$ cat config.mk
export PLATFORM = sky130hd
export DESIGN_NAME = spi_mem_ctrl
export DESIGN_NICKNAME = d
export VERILOG_FILES = /design/src/rtl/hack_pkg.sv /design/src/rtl/spi_clk_gen.sv /design/src/rtl/spi_mem_ctrl.sv
export SDC_FILE = /design/constraint.sdc
export NUM_CORES = 1
export LEC_CHECK = 0
export ABC_AREA = 1
export CORE_ASPECT_RATIO = 1.4
export CORE_UTILIZATION = 36
export DETAILED_ROUTE_END_ITERATION = 16
export DONT_BUFFER_PORTS = 1
export GPL_TIMING_DRIVEN = 0
export PLACE_DENSITY = 0.48
export SYNTH_ARGS = -nofsm -noshare
export SYNTH_HDL_FRONTEND = slang
export SYNTH_HIERARCHICAL = 1
export SYNTH_SLANG_ARGS = --single-unit
$ cat constraint.sdc
create_clock -name clk -period 3.5 [get_ports clk]
set_input_delay 1.05 -clock clk [delete_from_list [all_inputs] [get_ports clk]]
set_output_delay 1.05 -clock clk [all_outputs]
set_load 0.005 [all_outputs]
$ cat src/rtl/hack_pkg.sv
// Shared types and constants for the serial-SRAM memory controller.
//   spi_state_t    : controller FSM states (StInit only with SPI_MEM_INIT_EN)
//   SPI_CMD_*      : 23LC1024 instruction bytes
//   SPI_MODE_SEQ   : mode-register value selecting sequential mode
//   SPI_FRAME_BITS : length of a single-word read/write frame
//   SPI_INIT_BITS  : length of the mode-register write frame
// Optional feature macro: SPI_MEM_INIT_EN.
package hack_pkg;

  localparam logic [7:0] SPI_CMD_READ  = 8'h03;
  localparam logic [7:0] SPI_CMD_WRITE = 8'h02;
  localparam logic [7:0] SPI_CMD_WRMR  = 8'h01;
  localparam logic [7:0] SPI_MODE_SEQ  = 8'h40;

  localparam int unsigned SPI_FRAME_BITS = 48;
  localparam int unsigned SPI_INIT_BITS  = 16;

  typedef enum logic [2:0] {
    StIdle    = 3'd0,
    StCsSetup = 3'd1,
    StShift   = 3'd2,
    StCsHold  = 3'd3,
    StDone    = 3'd4
`ifdef SPI_MEM_INIT_EN
    ,
    StInit    = 3'd5
`endif
  } spi_state_t;

endpackage

$ cat src/rtl/spi_clk_gen.sv
// SCLK generator: half-period counter producing the SPI clock level and one-cycle
// strobes marking the clk edge at which SCLK rises or falls.
//   clk, resetb : system clock, async active-low reset
//   en_i        : run; when low the counter and SCLK are held in the low phase
//   sclk_o      : SCLK level (idles low)
//   rise_o      : high in the cycle whose closing edge raises SCLK
//   fall_o      : high in the cycle whose closing edge lowers SCLK
module spi_clk_gen #(
  parameter int unsigned CLK_DIV = 2
) (
  input  logic clk,
  input  logic resetb,
  input  logic en_i,
  output logic sclk_o,
  output logic rise_o,
  output logic fall_o
);

  localparam int unsigned CntW = $clog2(CLK_DIV + 1);
  localparam logic [CntW-1:0] CntLast = CntW'(CLK_DIV - 1);

  logic [CntW-1:0] cnt_q;
  logic            lvl_q;
  logic            last;

  always_comb begin
    last   = (cnt_q == CntLast);
    rise_o = en_i && last && !lvl_q;
    fall_o = en_i && last && lvl_q;
    sclk_o = lvl_q;
  end

  always_ff @(posedge clk or negedge resetb) begin
    if (!resetb) begin
      cnt_q <= '0;
      lvl_q <= 1'b0;
    end else if (!en_i) begin
      cnt_q <= '0;
      lvl_q <= 1'b0;
    end else if (last) begin
      cnt_q <= '0;
      lvl_q <= ~lvl_q;
    end else begin
      cnt_q <= cnt_q + 1'b1;
    end
  end

endmodule

$ cat src/rtl/spi_mem_ctrl.sv
// SPI mode-0 master executing single-word CPU memory transactions on a
// 23LC1024-class serial SRAM (24-bit byte address, word stored big-endian at 2*addr).
//   clk, resetb      : system clock, async active-low reset
//   start_i          : transaction request (level, sampled in idle only)
//   rwb_i            : 1 = read, 0 = write
//   addr_i, wdata_i  : word address and write data
//   rdata_o          : last word read (registered)
//   halt_o           : combinational stall to the CPU control FSM
//   done_o           : one-cycle completion pulse
//   sclk_o, cs_n_o, mosi_o, miso_i : SPI pins
// Parameter CLK_DIV: SCLK half-period in clk cycles (>= 1).
// Macro SPI_MEM_INIT_EN: after reset write the mode register (sequential) first.
module spi_mem_ctrl
  import hack_pkg::*;
#(
  parameter int unsigned CLK_DIV = 2
) (
  input  logic        clk,
  input  logic        resetb,
  input  logic        start_i,
  input  logic        rwb_i,
  input  logic [15:0] addr_i,
  input  logic [15:0] wdata_i,
  output logic [15:0] rdata_o,
  output logic        halt_o,
  output logic        done_o,
  output logic        sclk_o,
  output logic        cs_n_o,
  output logic        mosi_o,
  input  logic        miso_i
);

  localparam int unsigned CntW = $clog2(CLK_DIV + 1);
  localparam logic [CntW-1:0] CntLast = CntW'(CLK_DIV - 1);
`ifdef SPI_MEM_INIT_EN
  localparam spi_state_t ResetState = StInit;
`else
  localparam spi_state_t ResetState = StIdle;
`endif

  spi_state_t      state_q, state_d;
  logic [CntW-1:0] cnt_q, cnt_d;
  logic [5:0]      bit_q, bit_d;
  logic [47:0]     tx_q, tx_d;
  logic [15:0]     rx_q, rx_d;
  logic [15:0]     rdata_q, rdata_d;
  logic            rwb_q, rwb_d;
  logic [5:0]      last_bit;
  logic            cs_active;
  logic            clk_en, sclk_rise, sclk_fall;
`ifdef SPI_MEM_INIT_EN
  logic            init_q, init_d;
`endif

  spi_clk_gen #(
    .CLK_DIV(CLK_DIV)
  ) u_clk_gen (
    .clk   (clk),
    .resetb(resetb),
    .en_i  (clk_en),
    .sclk_o(sclk_o),
    .rise_o(sclk_rise),
    .fall_o(sclk_fall)
  );

  always_comb begin
    state_d  = state_q;
    cnt_d    = cnt_q;
    bit_d    = bit_q;
    tx_d     = tx_q;
    rx_d     = rx_q;
    rdata_d  = rdata_q;
    rwb_d    = rwb_q;
    clk_en   = (state_q == StShift);
    last_bit = 6'(SPI_FRAME_BITS - 1);
`ifdef SPI_MEM_INIT_EN
    init_d   = init_q;
    if (init_q) last_bit = 6'(SPI_INIT_BITS - 1);
`endif

    unique case (state_q)
`ifdef SPI_MEM_INIT_EN
      StInit: begin
        tx_d    = {SPI_CMD_WRMR, SPI_MODE_SEQ, 32'h0};
        init_d  = 1'b1;
        cnt_d   = '0;
        bit_d   = '0;
        state_d = StCsSetup;
      end
`endif
      StIdle: begin
        if (start_i) begin
          rwb_d   = rwb_i;
          tx_d    = rwb_i ? {SPI_CMD_READ, 7'b0, addr_i, 1'b0, 16'h0}
                          : {SPI_CMD_WRITE, 7'b0, addr_i, 1'b0, wdata_i};
          cnt_d   = '0;
          bit_d   = '0;
          state_d = StCsSetup;
        end
      end
      StCsSetup: begin
        if (cnt_q == CntLast) begin
          cnt_d   = '0;
          state_d = StShift;
        end else begin
          cnt_d = cnt_q + 1'b1;
        end
      end
      StShift: begin
        if (sclk_rise) rx_d = {rx_q[14:0], miso_i};
        if (sclk_fall) begin
          tx_d = {tx_q[46:0], 1'b0};
          if (bit_q == last_bit) begin
            bit_d   = '0;
            state_d = StCsHold;
          end else begin
            bit_d = bit_q + 1'b1;
          end
        end
      end
      StCsHold: begin
        if (cnt_q == CntLast) begin
          cnt_d   = '0;
          state_d = StDone;
`ifdef SPI_MEM_INIT_EN
          // Mode-register write is invisible to the CPU: no done pulse.
          if (init_q) begin
            init_d  = 1'b0;
            state_d = StIdle;
          end
`endif
        end else begin
          cnt_d = cnt_q + 1'b1;
        end
      end
      StDone: begin
        if (rwb_q) rdata_d = rx_q;
        state_d = StIdle;
      end
      default: state_d = StIdle;
    endcase
  end

  always_comb begin
    cs_active = (state_q == StCsSetup) || (state_q == StShift) || (state_q == StCsHold);
    halt_o    = cs_active || ((state_q == StIdle) && start_i);
`ifdef SPI_MEM_INIT_EN
    if (state_q == StInit) halt_o = 1'b1;
`endif
    cs_n_o    = !cs_active;
    done_o    = (state_q == StDone);
    mosi_o    = tx_q[47];
    rdata_o   = rdata_q;
  end

  always_ff @(posedge clk or negedge resetb) begin
    if (!resetb) begin
      state_q <= ResetState;
      cnt_q   <= '0;
      bit_q   <= '0;
      tx_q    <= '0;
      rx_q    <= '0;
      rdata_q <= '0;
      rwb_q   <= 1'b0;
`ifdef SPI_MEM_INIT_EN
      init_q  <= 1'b0;
`endif
    end else begin
      state_q <= state_d;
      cnt_q   <= cnt_d;
      bit_q   <= bit_d;
      tx_q    <= tx_d;
      rx_q    <= rx_d;
      rdata_q <= rdata_d;
      rwb_q   <= rwb_d;
`ifdef SPI_MEM_INIT_EN
      init_q  <= init_d;
`endif
    end
  end

endmodule

==> results.md <==
- WL final: 8.843 mm
- Critical-path top delay cell: dfrtp_1
- Status: finished clean
- CTS Sinks: 95
- Crit path arrival time: 2630 ps
- Met3 GRT Util: 0.03125
- Synthesis Warnings: 6
- Largest fanout on the critical path: 11
- Cells after DPL: 654
- Ys async rst share: 1.000
- Vias/cell: about 4.7
- Leak pwr: 0.002362 µW
- Full die area: 0.01243 mm²
- Hold Path Class: in -> async
- Register bit total from synthesis: 95
- Synth top area share: 0.5509
- Min Clock Period, post-route: 2382 ps
- Vias in the first global route: 3121
- Post-Synthesis Cells: 510
- Gr ovfl total: 0
- Gpl congestion: roughly 0.8
- Initial Utilization: 0.3749
- Num CTS Buffers: 9
- Number of enable flip-flop cells after synthesis: 0
- Hold buffers post-CTS: 0
- Setup violations, final: 0
- Unrepaired setup endpoints after global routing: no
- CP required: around 3800 ps
- Mean Syn Cell Area: 8.462 µm²
- Worst-case clock buffer depth: 2
- Hold Slack: 403.6 ps
- # DRC: 0
- Filler cell count: around 1200
- Fin nets: about 560
- Die Ht: roughly 130 µm
- Rows: 46
- Crit. Startpoint: state_q[0]$_DFFE_PN0P_
- Seq/Total Area, Yosys: 0.5509
- H-tree levels: 3
- Core footprint: 0.01151 mm²
- Startpoint types: flop
- WS Path Type: reg -> reg
- Post-CTS setup buffer count: 0
- Antenna viol nets, final: 0
- Synth unique cells: 32
- Via Count: 3127
- Antenna violations before repair: 0
- Worst-Margin Slew: approximately 480 ps
- CP endpoint kind: flop
- Main synth FF type: dfrtp_1
- Setup TNS Final: 0 ps
- Share of layout cells above drive strength 1: 0.1217
- VDD IR max: 0.0003367 V
- Max Clk Rate: approximately 0.42 GHz
- P per Cell Area: 749.7 mW/mm²
- Slew Viols, Final: 0
- HPWL Detailed: about 6.2 mm
- R2r startpoint: state_q[0]$_DFFE_PN0P_
- Setup ws final: 1118 ps
- Busiest grt layer: met2
- Post-CTS Resized: 0
- MaxCap Viol Count: 0
- Largest cells by area after synthesis: dfrtp_1 55%, nand2_1 16%, o21ai_0 7.0%, inv_1 5.4%, o21ai_1 2.0%
- Place WS: 1074 ps
- Pre-antenna DRT Iters: 4
- Port bufs: 0
- R2r worst-path depth: 9
- Clock root cell: clkbuf_16
- Initial drt markers: 169
- Cell Area, Synth: 0.004315 mm²
- Grt met2 use: 0.2552
- Synth area leader: dfrtp_1
- Top cells by count, synth: 179 x nand2_1, 95 x dfrtp_1, 62 x inv_1
- Layout area overhead: 10.79%
- Final setup skew: 8.616 ps
- First-pass GRT wire length: 15.17 mm
- Clk_lat worst skew: 340 ps
- Wire length per cell: roughly 13 µm
- Most frequent cell after synthesis: nand2_1
- Met1 Use GR: 0.2019
- Crit-path cells: nor2_4, nand2_4, inv_2, buf_4, nand2_1, nor2_1, nand4_1, clkbuf_1, o22ai_1
- Fin. Hold Viols: 0
- Top Ports: a little under 60
- Fin crit share: 0.6806
- TritonCTS clock tree: done
- ANT cells: 0
- Total GRT Usage: 0.1560
- Fin cells: 670
- Clock transition at path regs: around 70 ps
- Die X: 94.53 µm
- Synth Net Count: 548
- Max-slew headroom at the worst pin: 0.6799
- CP peak stage delay: 480 ps
- Largest net degree at the start of global routing: 96
power breakdown:
part | internal [µW] | total [µW] | leakage [µW] | switching (µW)
Combinational | 449 | 1240 | 0.000957 | 786
Sequential | 1320 | 1420 | 0.00127 | 103
Clock | 504 | 926 | 0.000135 | 423
critical path: cells and delay by family, from the launching register on:
kind / cells / cell delay (ps)
simple gates: 5 / 880
flops: 1 / 480
compound gates: 1 / 210
buf+inv: 3 / 700
cell usage in the layout (no fill, tap or decap), types with 2 or more instances in the layout:
cell / instances
o21ai_0: 60
clkinv_4: 3
nand3_1: 10
nand3b_1: 3
a21oi_1: 2
clkinvlp_4: 2
buf_6: 7
o21ai_1: 17
nor2_1: 13
clkbuf_16: 9
nor2_2: 2
nor3_1: 2
o22ai_1: 12
buf_2: 6
dfrtp_1: 95
inv_1: 62
nand4_1: 3
nand2_2: 11
buf_4: 5
nand2_4: 2
nand2_1: 179
inv_2: 6
state kept, by name, summed over array words and instances (netlist names):
register / count
rwb_q: 1
bit_q: 6
tx_q: 48
rx_q: 16
u_clk_gen/sclk_o: 1
rdata_o: 16
state_q: 3
cnt_q: 2
u_clk_gen/cnt_q: 2
layer usage:
metal,vias up,share of wire
met5,-,0
met4,0,0.014
met3,9,0.035
met2,41,0.49
met1,1462,0.46
li1,1615,-
final timing paths:
path | slack (ps) | to
min | 400 | tx_q[25]$_DFFE_PN0P_
min in group clk | 480 | tx_q[6]$_DFFE_PN0P_
max in group asynchronous | 2960 | rdata_o[12]$_DFFE_PN0P_
min reg2reg | 480 | tx_q[6]$_DFFE_PN0P_
max | 1120 | tx_q[36]$_DFFE_PN0P_
max reg2reg | 1120 | tx_q[36]$_DFFE_PN0P_
metrics by stage:
step | area (µm²) | total power (µW) | utilization
5_1_grt | 4781 | 3874 | 0.4153
3_3_place_gp | 4496 | 2678 | 0.3905
2_1_floorplan | 4315 | 2402 | -
4_1_cts | 4781 | 3650 | 0.4153
3_5_place_dp | 4496 | 2701 | 0.3905
6_report | 4781 | 3584 | 0.4153
cell families (layout without fill, tap and decap cells):
logic type      after synthesis  count (layout)  share of synthesized area
compound gates               94              94                     0.1145
simple gates                229             229                     0.2264
flops                        95              95                     0.5509
buf+inv                      91             107                     0.1052
fa+ha+maj                     1               1                   0.002899
layout make-up:
type	count	area, µm²	share of cell area
inverters	69	264.0	0.05522
plain buffers	22	190.2	0.03978
clock inverters	6	46.29	0.009683
flip-flops and latches	95	2377	0.4973
clock buffers	10	239.0	0.04999
multi-input cells	324	1484	0.3104
well taps	144	180.2	0.03769
Note: power is estimated with default switching activity, not from simulation.
